**config.mk**
```make
export PLATFORM = sky130hd
export DESIGN_NAME = tbcm_crc_scheduler_flat
export DESIGN_NICKNAME = d
export VERILOG_FILES = /design/src/rtl/tbcm_crc_scheduler.sv /design/src/rtl/tbcm_crc_scheduler_if.sv /design/src/flat_wrapper.sv
export SDC_FILE = /design/constraint.sdc
export NUM_CORES = 1
export LEC_CHECK = 0
export CORE_MARGIN = 2
export CORE_UTILIZATION = 45
export CTS_CLUSTER_DIAMETER = 60
export DETAILED_ROUTE_END_ITERATION = 12
export PLACE_DENSITY = 0.68
export SETUP_SLACK_MARGIN = 0.3
export SLEW_MARGIN = 40
export SYNTH_ARGS = -nofsm -noshare
export SYNTH_HDL_FRONTEND = slang
export SYNTH_SLANG_ARGS = --single-unit
```
**constraint.sdc**
```tcl
create_clock -name i_clk -period 6.6 [get_ports i_clk]
set_clock_uncertainty 0.2 [all_clocks]
set_input_delay 0.66 -clock i_clk [delete_from_list [all_inputs] [get_ports i_clk]]
set_output_delay 0.66 -clock i_clk [all_outputs]
set_load 0.01 [all_outputs]
```
**src/rtl/tbcm_crc_scheduler.sv**
```systemverilog
// Round-robin frame scheduler sharing one parallel CRC datapath among requesters.
package tbcm_crc_pkg;
    typedef enum logic [1:0] {
        TBCM_CRC_8  = 2'd0,
        TBCM_CRC_16 = 2'd1,
        TBCM_CRC_32 = 2'd2
    } crc_type_e;

    function automatic int unsigned get_crc_width(crc_type_e crc_type);
        case (crc_type)
            TBCM_CRC_8:  return 8;
            TBCM_CRC_16: return 16;
            default:     return 32;
        endcase
    endfunction

    function automatic logic [63:0] get_crc_polynomial(crc_type_e crc_type);
        case (crc_type)
            TBCM_CRC_8:  return 64'h07;
            TBCM_CRC_16: return 64'h1021;
            default:     return 64'h04C1_1DB7;
        endcase
    endfunction
endpackage

module tbcm_crc_scheduler
    import tbcm_crc_pkg::*;
#(
    parameter int unsigned          N_REQ          = 4,
    parameter int unsigned          DATA_WIDTH     = 8,
    parameter crc_type_e            CRC_TYPE       = TBCM_CRC_32,
    parameter int unsigned          CRC_WIDTH      = get_crc_width(CRC_TYPE),
    parameter logic [CRC_WIDTH-1:0] CRC_POLYNOMIAL = CRC_WIDTH'(get_crc_polynomial(CRC_TYPE)),
    parameter logic [CRC_WIDTH-1:0] CRC_INIT       = '0,
    parameter logic [CRC_WIDTH-1:0] CRC_XOR_OUT    = '0
) (
    input  logic                i_clk,
    input  logic                i_rst_n,
    tbcm_crc_scheduler_if.slave bus
);
    localparam int unsigned ID_WIDTH = (N_REQ > 1) ? $clog2(N_REQ) : 1;

    typedef enum logic [1:0] {
        ST_IDLE   = 2'd0,
        ST_BUSY   = 2'd1,
        ST_RESULT = 2'd2
    } state_e;

    state_e                  state_q;
    logic [ID_WIDTH-1:0]     gnt_q;
    logic [ID_WIDTH-1:0]     rr_q;
    logic [N_REQ-1:0]        ready_q;
    logic [CRC_WIDTH-1:0]    crc_q;
    logic                    crc_valid_q;
    logic [CRC_WIDTH-1:0]    crc_out_q;
    logic [ID_WIDTH-1:0]     crc_id_q;

    logic [2*N_REQ-1:0]      valid_dbl_c;
    logic [N_REQ-1:0]        valid_rot_c;
    logic                    grant_found_c;
    int unsigned             grant_off_c;
    int unsigned             grant_sum_c;
    int unsigned             rr_sum_c;
    logic [ID_WIDTH-1:0]     grant_idx_c;
    logic [ID_WIDTH-1:0]     rr_next_c;
    logic                    beat_acc_c;
    logic [DATA_WIDTH-1:0]   beat_data_c;
    logic                    beat_last_c;
    logic [CRC_WIDTH-1:0]    crc_next_c;

    // MSB-first, non-reflected CRC over one beat. Feeding data bits into the
    // register top is the same as remainder((data ^ crc<<(DW-CW)) * x^CW) when
    // DATA_WIDTH >= CRC_WIDTH, and still correct for narrower beats.
    function automatic logic [CRC_WIDTH-1:0] crc_step(
        input logic [CRC_WIDTH-1:0]  crc_in,
        input logic [DATA_WIDTH-1:0] data_in
    );
        logic [CRC_WIDTH-1:0]  r;
        logic [DATA_WIDTH-1:0] d;
        logic                  fb;
        r = crc_in;
        d = data_in;
        for (int unsigned b = 0; b < DATA_WIDTH; b++) begin
            fb = r[CRC_WIDTH-1] ^ d[DATA_WIDTH-1];
            r  = r << 1;
            d  = d << 1;
            if (fb) begin
                r = r ^ CRC_POLYNOMIAL;
            end
        end
        return r;
    endfunction

    // Round-robin search: rotate valids so bit 0 is the rr pointer, take the first set bit.
    always_comb begin
        valid_dbl_c   = {bus.i_valid, bus.i_valid};
        valid_rot_c   = N_REQ'(valid_dbl_c >> rr_q);
        grant_found_c = 1'b0;
        grant_off_c   = 0;
        for (int unsigned k = 0; k < N_REQ; k++) begin
            if (!grant_found_c && valid_rot_c[k]) begin
                grant_found_c = 1'b1;
                grant_off_c   = k;
            end
        end
        grant_sum_c = 32'(rr_q) + grant_off_c;
        if (grant_sum_c >= N_REQ) begin
            grant_sum_c = grant_sum_c - N_REQ;
        end
        grant_idx_c = ID_WIDTH'(grant_sum_c);
        rr_sum_c    = grant_sum_c + 1;
        if (rr_sum_c >= N_REQ) begin
            rr_sum_c = 0;
        end
        rr_next_c = ID_WIDTH'(rr_sum_c);
    end

    // Beat acceptance and next CRC for the granted requester.
    always_comb begin
        beat_acc_c  = |(bus.i_valid & ready_q);
        beat_data_c = bus.i_data[gnt_q];
        beat_last_c = bus.i_last[gnt_q];
        crc_next_c  = crc_step(crc_q, beat_data_c);
    end

    // Scheduler FSM with all outputs registered.
    always_ff @(posedge i_clk or negedge i_rst_n) begin
        if (!i_rst_n) begin
            state_q     <= ST_IDLE;
            gnt_q       <= '0;
            rr_q        <= '0;
            ready_q     <= '0;
            crc_q       <= CRC_INIT;
            crc_valid_q <= 1'b0;
            crc_out_q   <= '0;
            crc_id_q    <= '0;
        end else begin
            case (state_q)
                ST_IDLE: begin
                    if (grant_found_c) begin
                        gnt_q   <= grant_idx_c;
                        rr_q    <= rr_next_c;
                        crc_q   <= CRC_INIT;
                        ready_q <= N_REQ'(1) << grant_idx_c;
                        state_q <= ST_BUSY;
                    end
                end
                ST_BUSY: begin
                    if (beat_acc_c) begin
                        crc_q <= crc_next_c;
                        if (beat_last_c) begin
                            crc_out_q   <= crc_next_c ^ CRC_XOR_OUT;
                            crc_id_q    <= gnt_q;
                            crc_valid_q <= 1'b1;
                            ready_q     <= '0;
                            state_q     <= ST_RESULT;
                        end
                    end
                end
                ST_RESULT: begin
                    if (bus.i_crc_ready) begin
                        crc_valid_q <= 1'b0;
                        state_q     <= ST_IDLE;
                    end
                end
                default: begin
                    ready_q     <= '0;
                    crc_valid_q <= 1'b0;
                    state_q     <= ST_IDLE;
                end
            endcase
        end
    end

    assign bus.o_ready     = ready_q;
    assign bus.o_crc_valid = crc_valid_q;
    assign bus.o_crc       = crc_out_q;
    assign bus.o_crc_id    = crc_id_q;
endmodule
```
**src/rtl/tbcm_crc_scheduler_if.sv**
```systemverilog
// Requester beat bus plus CRC result port for tbcm_crc_scheduler.
interface tbcm_crc_scheduler_if #(
    parameter int unsigned N_REQ      = 4,
    parameter int unsigned DATA_WIDTH = 8,
    parameter int unsigned CRC_WIDTH  = 32
);
    localparam int unsigned ID_WIDTH = (N_REQ > 1) ? $clog2(N_REQ) : 1;

    logic [N_REQ-1:0]                 i_valid;
    logic [N_REQ-1:0]                 o_ready;
    logic [N_REQ-1:0][DATA_WIDTH-1:0] i_data;
    logic [N_REQ-1:0]                 i_last;
    logic                             o_crc_valid;
    logic                             i_crc_ready;
    logic [CRC_WIDTH-1:0]             o_crc;
    logic [ID_WIDTH-1:0]              o_crc_id;

    // Requesters and result consumer side.
    modport master (
        output i_valid, i_data, i_last, i_crc_ready,
        input  o_ready, o_crc_valid, o_crc, o_crc_id
    );

    // Scheduler side.
    modport slave (
        input  i_valid, i_data, i_last, i_crc_ready,
        output o_ready, o_crc_valid, o_crc, o_crc_id
    );
endinterface

```
**src/flat_wrapper.sv**
```systemverilog
// flat-port wrapper written by rule: the top's interface ports become plain ports
module tbcm_crc_scheduler_flat import tbcm_crc_pkg::*;
#(
    parameter int unsigned          N_REQ          = 4,
    parameter int unsigned          DATA_WIDTH     = 8,
    parameter crc_type_e            CRC_TYPE       = TBCM_CRC_32,
    parameter int unsigned          CRC_WIDTH      = get_crc_width(CRC_TYPE),
    parameter logic [CRC_WIDTH-1:0] CRC_POLYNOMIAL = CRC_WIDTH'(get_crc_polynomial(CRC_TYPE)),
    parameter logic [CRC_WIDTH-1:0] CRC_INIT       = '0,
    parameter logic [CRC_WIDTH-1:0] CRC_XOR_OUT    = '0
)
  (i_clk, i_rst_n, bus_i_valid, bus_i_data, bus_i_last, bus_i_crc_ready, bus_o_ready, bus_o_crc_valid, bus_o_crc, bus_o_crc_id);
  tbcm_crc_scheduler_if #(.N_REQ(N_REQ), .DATA_WIDTH(DATA_WIDTH), .CRC_WIDTH(CRC_WIDTH)) bus_i ();
  input  logic i_clk;
  input  logic i_rst_n;
  input wire logic [$bits(bus_i.i_valid)-1:0] bus_i_valid;
  input wire logic [$bits(bus_i.i_data)-1:0] bus_i_data;
  input wire logic [$bits(bus_i.i_last)-1:0] bus_i_last;
  input wire logic [$bits(bus_i.i_crc_ready)-1:0] bus_i_crc_ready;
  output wire logic [$bits(bus_i.o_ready)-1:0] bus_o_ready;
  output wire logic [$bits(bus_i.o_crc_valid)-1:0] bus_o_crc_valid;
  output wire logic [$bits(bus_i.o_crc)-1:0] bus_o_crc;
  output wire logic [$bits(bus_i.o_crc_id)-1:0] bus_o_crc_id;
  assign bus_i.i_valid = bus_i_valid;
  assign bus_i.i_data = bus_i_data;
  assign bus_i.i_last = bus_i_last;
  assign bus_i.i_crc_ready = bus_i_crc_ready;
  assign bus_o_ready = bus_i.o_ready;
  assign bus_o_crc_valid = bus_i.o_crc_valid;
  assign bus_o_crc = bus_i.o_crc;
  assign bus_o_crc_id = bus_i.o_crc_id;
  tbcm_crc_scheduler #(.N_REQ(N_REQ), .DATA_WIDTH(DATA_WIDTH), .CRC_TYPE(CRC_TYPE), .CRC_WIDTH(CRC_WIDTH), .CRC_POLYNOMIAL(CRC_POLYNOMIAL), .CRC_INIT(CRC_INIT), .CRC_XOR_OUT(CRC_XOR_OUT)) u_core (.i_clk(i_clk), .i_rst_n(i_rst_n), .bus(bus_i));
endmodule
```
==> flow_summary_export.csv, run 1 <==
group,metric,value,unit
clock_tree,clk_latency,350,ps
drt,via_per_inst,5.19,
global_route,antenna_found_initial,0,
die,chipHeight,102,µm
cells_and_area,fin_cells,576,
die,die_w,102,µm
clock_tree,postCtsSetupBuffers,0,
drt,drt_first_pass_iters,4,
synthesis,synth_compound_area_frac,0.116,
drt,routedWlPerCell,16.3,µm
clock_tree,ctsHoldBuffers,0,
clock_tree,root_buffer,"clkbuf_8",
synthesis,muxShareOfSynthArea,0.0537,
sta,slew_viol_final,0,
global_route,use_met2,0.313,
global_route,use_met3,0.0287,
die,row_count,35,
sta,period_share,0.494,
setup_path,crit_arrival,3330,ps
die,coreArea,9280,µm²
drt,drcViolationCount,0,
placement,dp_hpwl,6710,µm
synthesis,synth_area_per_cell,11.6,µm²
sta,setup-violations-final,0,
cells_and_area,mostFrequentLayoutCells,"clkdlybuf4s50_1 (80), dfrtp_1 (77), o21ai_0 (56)",
clock_tree,path_clk_slew,90,ps
cells_and_area,diodes,0,
global_route,grt.total_usage,0.195,
sta,clock.fmax,0.307,GHz
clock_tree,cts_max_level,3,
synthesis,synth_fa_ha_area_frac,0.00581,
synthesis,yosysSeqAreaShare,0.447,
setup_path,worstPathRequired,6670,ps
job,drv_cap,0,
setup_path,critPathMaxFanout,10,
clock_tree,clockBufferDepth,2,
placement,port_buffers,81,
clock_tree,cts_tree,"built",
die,initial_core_util,0.464,
cells_and_area,drive_above_1_share,0.0962,
drt,drt-initial-drc-count,120,
synthesis,async_reset_ff_frac,1.00,
cells_and_area,synthToLayoutAreaGrowth,25.4,%
setup_path,critical_path_class,"flop to flop",
cells_and_area,post-route-util,0.582,
synthesis,synth_top_family_by_area,"XOR/XNOR gates",
synthesis,ys_types,41,
clock_tree,clock-sinks,77,
worst_hold_path,hold_path_class,"input pin to asynchronous set/reset pin",
die,io_pins,82,
global_route,grt_pass1_wl,15300,µm
cells_and_area,layout.nets,488,
global_route,grt_busiest_layer,"met2",
synthesis,synth_simple_gate_area_share,0.0990,
synthesis,ys_ff_latch,77,
synthesis,synth_edf_count,0,
synthesis,synthesis.nets,416,
sta,final.setup.tns,0,ps
global_route,met1_usage,0.270,
synthesis,syn_inst,371,
synthesis,synthesis.area,4310,µm²
placement,routabilityCongestion,0.858,
global_route,grt_pass1_vias,3015,
drt,ant_nets,0,
clock_tree,numCtsBuffers,9,
synthesis,synthFlopType,"dfrtp_1",
cells_and_area,final_common_cell,"clkdlybuf4s50_1",
sta,max_slew_margin,0.532,
drt,num_vias,2991,
clock_tree,cts_resized,0,
global_route,grt-ovfl-total,0,
status,outcome,"completed",
sta,finalHoldViolations,0,
sta,tightest_slew,702,ps
sta,rsz0062_at_grt,"false",
synthesis,yosysWarnings,0,
setup_path,worstSetupEndpointType,"flop",
sta,finalCriticalPeriod,3260,ps
die,die_area,10400,µm²
global_route,grt_max_degree,78,
setup_path,cp-start-kind,"flop",
drt,wirelength,9410,µm
placement,dp.cells,561,
synthesis,synth-xor-area-share,0.255,
==> stage by stage <==
step	worst slack [ps]	hold slack (ps)	area [µm²]
after floorplan	3830	164	4310
after global placement	2900	266	5200
after detailed placement	3100	270	5210
after CTS	3270	155	5400
after global routing	3140	170	5400
final	3340	111	5400
==> layout make-up <==
class                           instances  area (µm²)
Fill cell                             806        3880
Sequential cell                        77        1930
Clock buffer                            9         124
Clock inverter                          6        65.1
Tap cell                              129         161
Multi-Input combinational cell        270        2290
Inverter                                2        7.51
Timing Repair Buffer                   83         827
==> final timing paths <==
path / end / cells past startpoint / from / slack, ps
max: u_core.crc_q[7] / 5 / u_core.gnt_q[0] / 3340
min: u_core.bus.o_crc[5] / 1 / i_rst_n / 110
max reg2reg: u_core.crc_q[7] / 5 / u_core.gnt_q[0] / 3340
min reg2reg: u_core.bus.o_crc[3] / 2 / u_core.bus.o_crc[3] / 280
max in group asynchronous: u_core.crc_q[27] / 1 / i_rst_n / 5580
min in group i_clk: u_core.bus.o_crc[3] / 2 / u_core.bus.o_crc[3] / 280
==> cells in the mapped netlist, types with 2 or more instances <==
master     n  area share
dfrtp_1   77        0.45
o21ai_0   56       0.065
nand2_1   55       0.048
nand3_1   29       0.034
xnor2_1   25       0.051
clkbuf_1  19       0.017
xnor3_1   17       0.089
o21ai_1   16       0.019
xor2_1     8       0.016
mux4_2     7       0.037
nor2_1     6      0.0052
nand2b_1   5      0.0073
xor2_4     5       0.032
o31ai_1    4      0.0070
xnor2_4    4       0.026
a21oi_1    3      0.0035
a22oi_1    3      0.0052
xor2_2     3       0.011
a21boi_0   2      0.0035
ha_1       2      0.0058
inv_1      2      0.0017
mux4_1     2       0.012
xnor2_2    2      0.0075
xor3_1     2       0.011
==> kinds of logic (layout without fill, tap and decap cells) <==
group,count (synthesis),after routing
xor gates and xnor gates,68,68
adders and majority gates,2,2
muxes,11,11
buffers and inverters,24,100
AOI/OAI and AO/OA,91,91
and+or+nand+nor,98,98
DFF,77,77
==> sequential cells by signal (all words and copies together), names as in the netlist <==
register,count
u_core.bus.o_crc,32
u_core.crc_q,32
u_core.bus.o_ready,4
u_core.bus.o_crc_id,2
u_core.gnt_q,2
u_core.rr_q,2
u_core.state_q,2
u_core.bus.o_crc_valid,1
==> metal layers <==
layer / part of all wire / vias up / wire (µm)
met5: 0 / - / 0
met4: 0.020 / 0 / 184
met3: 0.054 / 14 / 507
met2: 0.48 / 85 / 4490
met1: 0.45 / 1453 / 4230
li1: - / 1439 / -
==> worst max-delay path, cell delays in order, from the launching register on <==
cell and delay [ps]:
dfrtp_1 760, mux4_1 690, xor2_2 540, xor2_1 390, xor3_4 420, o21ai_0 170
Power of run 1 is left out: the tool's default activity adds up to more than one toggle a clock period on the data nets, which glitch-free logic cannot reach.
==> run 2, diff against run 1 <==
==> constraint.sdc (replaced) <==
create_clock -name i_clk -period 3.16 [get_ports i_clk]
set_clock_uncertainty 0.2 [all_clocks]
set_input_delay 0.316 -clock i_clk [delete_from_list [all_inputs] [get_ports i_clk]]
set_output_delay 0.316 -clock i_clk [all_outputs]
set_load 0.01 [all_outputs]
==> run 2 against run 1 <==
Hold slack gained 170 ps. Critical path depth rose by 3. First-iteration DRC count increased by 50%. Clock-buffer cell count increased by 1. Register-to-register slack lost 3000 ps. Setup slack got worse by 3000 ps. Utilization increased by 2.7 points. Cell count up 3.8%.
==> flow_summary_export.csv, run 2 (synthesis results as in run 1) <==
group,metric,value,unit
status,outcome,"completed",
global_route,grt_max_degree,78,
sta,tightest_slew,701,ps
worst_hold_path,hold_path_class,"flop to flop",
clock_tree,root_buffer,"clkbuf_8",
cells_and_area,drive_above_1_share,0.145,
setup_path,r2r_end,"u_core.bus.o_crc[25]",
setup_path,crit_buf_inv,3,
sta,finalCriticalPeriod,2790,ps
global_route,grt_pass1_wl,16000,µm
global_route,grt_pass1_vias,3085,
setup_path,worstPathRequired,3190,ps
setup_path,rrSetupSlack,370,ps
setup_path,path_cells,"buf_4, mux4_2, xnor2_4, buf_4, xor2_4, buf_4, xor2_1, o21ai_0",
die,row_count,35,
setup_path,critical_path_class,"flop to flop",
sta,fin_ws,371,ps
setup_path,cp-startpoint,"u_core.gnt_q[0]",
drt,routedWlPerCell,16.4,µm
global_route,grt-ovfl-total,0,
setup_path,crit_family,"XOR/XNOR gates",
drt,num_vias,3035,
clock_tree,cts_tree,"built",
sta,slew_viol_final,0,
setup_path,cp-start-kind,"flop",
sta,setup-violations-final,0,
cells_and_area,diodes,0,
setup_path,crit-reg2reg-launch,"u_core.gnt_q[0]",
cells_and_area,synthToLayoutAreaGrowth,31.2,%
placement,dp_hpwl,7320,µm
drt,ant_nets,0,
drt,drt_first_pass_iters,4,
drt,drt-initial-drc-count,180,
clock_tree,cts_max_level,3,
cells_and_area,mostFrequentLayoutCells,"clkdlybuf4s50_1 (80), dfrtp_1 (76), o21ai_0 (56)",
global_route,grt.total_usage,0.206,
setup_path,crit_arrival,2820,ps
cells_and_area,layout.nets,509,
sta,final.setup.tns,0,ps
sta,period_share,0.883,
die,coreArea,9280,µm²
global_route,antenna_found_initial,0,
die,die_w,102,µm
placement,placed_cell_area,5330,µm²
clock_tree,clock-sinks,77,
die,die_area,10400,µm²
clock_tree,path_clk_slew,80,ps
cells_and_area,fillers,774,
setup_path,reg2reg_depth,8,
placement,port_buffers,81,
worst_hold_path,hold_depth,2,
die,io_pins,82,
setup_path,worstSetupEndpointType,"flop",
drt,via_per_inst,5.08,
worst_hold_path,hp-start,"u_core.bus.o_crc[5]",
placement,dp_slack,124,ps
job,drv_cap,0,
clock_tree,clk_latency,360,ps
sta,holdWs,285,ps
die,initial_core_util,0.464,
sta,max_slew_margin,0.533,
drt,wirelength,9820,µm
sta,finalHoldViolations,0,
sta,clock.fmax,0.359,GHz
placement,routabilityCongestion,0.889,
setup_path,crit_top_cell,"buf_4",
clock_tree,clockBufferDepth,2,
die,chipHeight,102,µm
sta,rsz0062_at_grt,"true",
worst_hold_path,hold_end,"u_core.bus.o_crc[5]",
drt,drcViolationCount,0,
cells_and_area,fin_area,5650,µm²
clock_tree,numCtsBuffers,9,
setup_path,cpPeakStageDelay,600,ps
cells_and_area,final_common_cell,"clkdlybuf4s50_1",
setup_path,critPathMaxFanout,6,
setup_path,slowest_stage,"mux4_2",
-- run 2: worst max-delay path by stage --
stage / to / slack (ps) / cells after the start
CTS: u_core.bus.o_crc[12] / 310 / 6
floorplan: u_core.bus.o_crc[12] / 530 / 6
global route: u_core.bus.o_crc[5] / 230 / 6
detailed placement: u_core.rr_q[1] / 120 / 13
finish: u_core.bus.o_crc[25] / 370 / 8
global placement: u_core.bus.o_crc[12] / 240 / 6
-- run 2: per-stage QoR --
stage / utilization / instances
final: 0.609 / 598
after global routing: 0.609 / 598
after CTS: 0.602 / 596
after detailed placement: 0.574 / 577
after global placement: 0.574 / 577
after floorplan: - / 371
-- run 2: area by class of cell --
| class | instances | area (µm²) | share of cell area |
|---|---|---|---|
| clock inverter | 6 | 93.8 | 0.0166 |
| sequential | 77 | 1930 | 0.341 |
| tap | 129 | 161 | 0.0286 |
| timing repair buffer | 104 | 987 | 0.175 |
| clock buffer | 10 | 138 | 0.0244 |
| inverter | 2 | 7.51 | 0.00133 |
| multi-input combinational | 270 | 2340 | 0.413 |
-- run 2: worst register-to-register path: cells and delay by family (launching register included) --
| family | cells | cell delay (ps) |
|---|---|---|
| mux | 1 | 600 |
| compound gates | 1 | 110 |
| buf+inv | 3 | 610 |
| flops | 1 | 400 |
| xor+xnor | 3 | 740 |
-- run 2: routing by layer --
| metal | up-vias | share of wire | global-route usage | wire, µm |
|---|---|---|---|---|
| met1 | 1450 | 0.45 | 0.288 | 4400 |
| met3 | 9 | 0.061 | 0.0451 | 600 |
| met4 | 0 | 0.012 | 0.0656 | 120 |
| met5 | - | 0 | 0 | 0 |
| met2 | 96 | 0.48 | 0.325 | 4690 |
| li1 | 1480 | - | - | - |
-- run 2: timing repair --
item                                   4_1_cts  5_1_grt
setup endpoints to repair                    3       13
resized for setup                            0        8
hold buffers                                 1        0
endpoints found under the hold margin       77        0
pin swaps                                    0        2
buffers inserted                             2        2
Power of run 2 is left out for the same reason.
==> RTL change 1 (settings of run 2) <==
`DATA_WIDTH` is set to 8 in 3 places; all go to 12.
--- a/src/rtl/tbcm_crc_scheduler.sv
+++ b/src/rtl/tbcm_crc_scheduler.sv
@@ -27,7 +27,7 @@
     import tbcm_crc_pkg::*;
 #(
     parameter int unsigned          N_REQ          = 4,
-    parameter int unsigned          DATA_WIDTH     = 8,
+    parameter int unsigned          DATA_WIDTH     = 12,
     parameter crc_type_e            CRC_TYPE       = TBCM_CRC_32,
     parameter int unsigned          CRC_WIDTH      = get_crc_width(CRC_TYPE),
     parameter logic [CRC_WIDTH-1:0] CRC_POLYNOMIAL = CRC_WIDTH'(get_crc_polynomial(CRC_TYPE)),
--- a/src/rtl/tbcm_crc_scheduler_if.sv
+++ b/src/rtl/tbcm_crc_scheduler_if.sv
@@ -1,7 +1,7 @@
 // Requester beat bus plus CRC result port for tbcm_crc_scheduler.
 interface tbcm_crc_scheduler_if #(
     parameter int unsigned N_REQ      = 4,
-    parameter int unsigned DATA_WIDTH = 8,
+    parameter int unsigned DATA_WIDTH = 12,
     parameter int unsigned CRC_WIDTH  = 32
 );
     localparam int unsigned ID_WIDTH = (N_REQ > 1) ? $clog2(N_REQ) : 1;
--- a/src/flat_wrapper.sv
+++ b/src/flat_wrapper.sv
@@ -2,7 +2,7 @@
 module tbcm_crc_scheduler_flat import tbcm_crc_pkg::*;
 #(
     parameter int unsigned          N_REQ          = 4,
-    parameter int unsigned          DATA_WIDTH     = 8,
+    parameter int unsigned          DATA_WIDTH     = 12,
     parameter crc_type_e            CRC_TYPE       = TBCM_CRC_32,
     parameter int unsigned          CRC_WIDTH      = get_crc_width(CRC_TYPE),
     parameter logic [CRC_WIDTH-1:0] CRC_POLYNOMIAL = CRC_WIDTH'(get_crc_polynomial(CRC_TYPE)),
Ports: changed (resized bus_i_data); port bits go from 82 to 98. The function was not compared with the original's and may differ.
==> RTL change 1 against run 2 <==
The run now ends with negative setup slack left. Wire length is 38% higher. Synthesized area is 9.1% higher. Sequential cell count stayed put. Critical path type unchanged. Design area is 32% higher. Count of clock-buffer cells in the layout is 1 higher. Setup slack worse by 0.55 ns.
==> RTL change 1: results (changes against run 2) <==
run_status:
  status: "finished with violations"
  violations: "negative setup slack"
grt:
  grt_pass1_wl_mm: 19.6  # +23%
  met1_usage_pct: 28.2  # -0.60 points
  gr-usage-met2_pct: 40.3  # +7.8 points
timing:
  final-setup-viol-count: 2  # +2
  max_slew.worst_pin.slew_ns: 0.833  # +0.132 ns
  postLayoutSetupSlackWorst_ns: -0.176  # -0.546 ns
worst_setup_path:
  crit_fanout: 4  # -2
  worst_r2r_path_depth: 12  # +4
  crit_slowest_cell: "fa_1"
  startpoint: "u_core.rr_q[0]$_DFFE_PN0P_"
placed_design:
  dp.cells: 671  # +16%
  place.gp.congestion: 0.879  # -1.1%
  placed_cell_area_um2: 6250  # +17%
  dp.final_hpwl_mm: 8.82  # +21%
detailed_routing:
  routed_wl_mm: 13.6  # +38%
  dr_total_vias: 3676  # +21%
yosys:
  synth.area.top_cells: "dfrtp_1 (41%), xnor2_1 (9.7%), o21ai_0 (5.2%)"
  post_synth_num_cell_types: 43  # +4.9%
  syn_inst: 392  # +5.7%
  synth_compound_area_share_pct: 9.79  # -1.8 points
  synth_adder_area_share_pct: 3.35  # +2.8 points
  synth_xor_area_share_pct: 26.2  # +0.71 points
  synthMuxAreaShare_pct: 10.7  # +5.4 points
  synth_commonest_cells: "dfrtp_1 (77), nand2_1 (57), xnor2_1 (52)"
finish:
  layout-drive-gt1-share_pct: 35.6  # +21 points
  fillCellCount: 691  # -11%
clocking:
  postCtsSetupRepairBufs: 18  # +16
RTL change 1: cell types whose count changed after synthesis, sizes merged, moves of 5 or more:
cell	delta
a22o	+14
o21ai	-21
nand3	-27
nand2b	-5
mux2	+15
xor2	+12
xnor2	+31
xnor3	-10
ha	+9
clkbuf	-7
RTL change 1: final cells by class:
type | count | area [um^2] | share of cell area (%)
clock buffer | 11 | 141 | 1.89
timing repair buffer | 181 | 1770 | 23.7
tap | 136 | 170 | 2.28
clock inverter | 5 | 58.8 | 0.787
sequential | 77 | 1930 | 25.8
multi-input combinational | 304 | 3380 | 45.2
inverter | 6 | 22.5 | 0.301
RTL change 1: worst max-delay path, delay by kind of cell (launching register included):
family,cells,cell delay [ns]
adder cells (fa/ha/maj),3,0.87
flip-flops,1,0.44
AND/OR/NAND/NOR,3,1.24
AO/OA/AOI/OAI,4,0.41
buffers and inverters,2,0.10
RTL change 1: how the worst min path moves through the flow:
stage | end | slack, ns | cells after the start
2_1_floorplan | u_core.bus.o_crc[0]$_DFFE_PN0P_ | -0.18 | 0
3_3_place_gp | u_core.bus.o_crc[30]$_DFFE_PN0P_ | 0.26 | 2
3_5_place_dp | u_core.bus.o_crc[17]$_DFFE_PN0P_ | 0.20 | 1
4_1_cts | u_core.bus.o_crc[19]$_DFFE_PN0P_ | 0.29 | 2
5_1_grt | u_core.bus.o_crc[29]$_DFFE_PN0P_ | 0.31 | 2
6_report | u_core.bus.o_crc[18]$_DFFE_PN0P_ | 0.28 | 2
RTL change 1: layer usage:
layer / vias up / part of all wire (%)
li1: 1702 / -
met1: 1834 / 39
met2: 118 / 53
met3: 22 / 5.1
met4: 0 / 2.4
met5: - / 0
==> RTL change 2 (settings of run 2) <==
Without the edit above. Reset style: synchronous (`i_rst_n`), changed in one clocked block.
--- a/src/rtl/tbcm_crc_scheduler.sv
+++ b/src/rtl/tbcm_crc_scheduler.sv
@@ -124,7 +124,7 @@
     end
 
     // Scheduler FSM with all outputs registered.
-    always_ff @(posedge i_clk or negedge i_rst_n) begin
+    always_ff @(posedge i_clk) begin
         if (!i_rst_n) begin
             state_q     <= ST_IDLE;
             gnt_q       <= '0;
Behaviour: not the same (a bounded check fails within 4 cycles, from zero or initial values and one cycle with i_rst_n low; the reset may be asserted at any time).
==> RTL change 2 against run 2 <==
Sequential cell count did not move. Count of clock-buffer cells in the layout fell by 1. Fmax rose by 1.8%. Critical path depth fell by 1. Design area fell by 8.1%. Wire length fell by 2.4%. Synthesized area fell by 8.1%. Global-route usage rose by 0.083 points. Setup slack improved by 0.048 ns. Highest routed layer unchanged.
==> RTL change 2: results (changes against run 2) <==
power_and_ir_drop:
  vdd_drop_max_v: 0.000396
  power.leakage_nw: 1.89
worst_setup_path:
  critPathArrivalTime_ns: 2.78  # -0.04 ns
  startpoint: "u_core.gnt_q[0]$_SDFFE_PN0P_"
  cpPeakStageDelay_ns: 0.65  # +0.05 ns
  crit_slowest_cell: "mux4_1"
  endpoint_kind: "flip-flop"
  r2r_slack_ns: 0.42  # +0.05 ns
  crit_fanout: 6  # unchanged
  worst_r2r_path_depth: 7  # -1
  r2r_end: "u_core.bus.o_crc[13]$_SDFFE_PN0P_"
  path_delay_family: "XOR/XNOR gates"
yosys:
  post_synth_num_cell_types: 44  # +7.3%
  synthArstFlopShare_pct: 0  # -100 points
  synth_commonest_cells: "dfxtp_1 (77), nand2_1 (74), xnor2_1 (41)"
  syn_area_per_cell_um2: 9.43  # -19%
  synth_warnings: 0  # unchanged
  synth_top_area_share_pct: 38.9  # -5.8 points
  ys_seq_area_share_pct: 38.9  # -5.8 points
  synth_nets: 465  # +12%
  synth.area.top_cells: "dfxtp_1 (39%), xnor2_1 (9.1%), nand2_1 (7.0%)"
finish:
  layout-drive-gt1-share_pct: 11.1  # -3.4 points
  antenna_cells: 0  # unchanged
  final_nets: 547  # +7.5%
clocking:
  cts-htree-levels: 3  # unchanged
  insertion_delay_ns: 0.35
  clk_path_buf_depth: 2  # unchanged
  cts_made_buffers: 9  # unchanged
  cts.reportedPaths.clkPinSlew_ns: 0.07
  root_buffer: "clkbuf_8"
detailed_routing:
  drtIter0Drc: 132  # -27%
  routed_wl_mm: 9.58  # -2.4%
  post_drt_wl_per_cell_um: 15.6  # -4.8%
  dr.pass1.iters: 4  # unchanged
  dr_total_vias: 3142  # +3.5%
grt:
  grt_util_all_layers_pct: 20.7  # +0.083 points
  grt_pass1_wl_mm: 15.7  # -1.8%
  antenna_found_initial: 0  # unchanged
  grt_max_degree: 44  # -44%
run_status:
  status: "complete, no violations"
timing:
  max_slew_margin_pct: 55.0  # +1.7 points
  fin_hold_ws_ns: 0.269  # -0.0161 ns
placed_design:
  place.gp.congestion: 0.903  # +1.6%
  dp.cells: 595  # +3.1%
  port_buffers: 81  # unchanged
  dp.final_hpwl_mm: 7.14  # -2.5%
  placed_cell_area_um2: 4900  # -8.1%
run:
  cap_violations: 0  # unchanged
hold_path:
  whs_path_depth: 2  # unchanged
  hold_class: "flip-flop to flip-flop"
[RTL change 2: cell count changes in the layout (fill, tap and decap cells not counted), moves of 15 or more]
cell	before	now
dfrtp_1	76	0
dfxtp_1	0	76
a21boi_0	1	32
o21ai_0	56	31
nand2_1	55	74
xnor2_1	24	39
[RTL change 2: how the worst min path moves through the flow]
stage / from / to
5_1_grt: u_core.bus.o_crc[19]$_SDFFE_PN0P_ / u_core.bus.o_crc[19]$_SDFFE_PN0P_
4_1_cts: u_core.bus.o_crc[19]$_SDFFE_PN0P_ / u_core.bus.o_crc[19]$_SDFFE_PN0P_
6_report: u_core.bus.o_crc[19]$_SDFFE_PN0P_ / u_core.bus.o_crc[19]$_SDFFE_PN0P_
3_3_place_gp: u_core.bus.o_crc[26]$_SDFFE_PN0P_ / u_core.bus.o_crc[26]$_SDFFE_PN0P_
3_5_place_dp: u_core.bus.o_crc[19]$_SDFFE_PN0P_ / u_core.bus.o_crc[19]$_SDFFE_PN0P_
2_1_floorplan: u_core.crc_q[6]$_SDFFE_PN0P_ / u_core.crc_q[6]$_SDFFE_PN0P_
[RTL change 2: cells by family (layout without fill, tap and decap cells)]
family / Yosys count / count (layout) / synth area share, %
adder cells (fa/ha/maj): 2 / 2 / 0.632
AND/OR/NAND/NOR: 129 / 129 / 14.3
flip-flops: 77 / 77 / 38.9
AO/OA/AOI/OAI: 98 / 98 / 16.3
XOR/XNOR: 73 / 73 / 21.2
multiplexers: 9 / 9 / 5.40
buffers and inverters: 32 / 117 / 3.26
[RTL change 2: metal layers]
| metal | track usage [%] | part of all wire [%] |
|---|---|---|
| met5 | 0 | 0 |
| met4 | 7.05 | 1.8 |
| met3 | 3.44 | 3.3 |
| met2 | 35.3 | 50 |
| met1 | 26.6 | 45 |
[RTL change 2: layout make-up]
class	count	area (um^2)
Tap cell	108	135
Timing Repair Buffer	99	958
Clock buffer	9	124
Clock inverter	5	77.6
Multi-Input combinational cell	311	2340
Sequential cell	77	1540
Inverter	4	15.0
Fill cell	775	3440
[RTL change 2: power by group]
| group | internal (mW) | switching [mW] |
|---|---|---|
| clock network | 0.433 | 0.351 |
| registers | 1.12 | 0.135 |
| logic | 1.35 | 1.43 |
[RTL change 2: what timing repair did]
item,CTS,global route
setup endpoints to repair,0,17
setup buffers,0,4
resized for setup,0,6
[RTL change 2: per-stage QoR]
stage          power (mW)  setup WS [ns]
2_1_floorplan        3.28          0.596
3_3_place_gp         3.96          0.189
3_5_place_dp         3.96          0.197
4_1_cts              4.76          0.355
5_1_grt              5.17          0.282
6_report             4.82          0.419
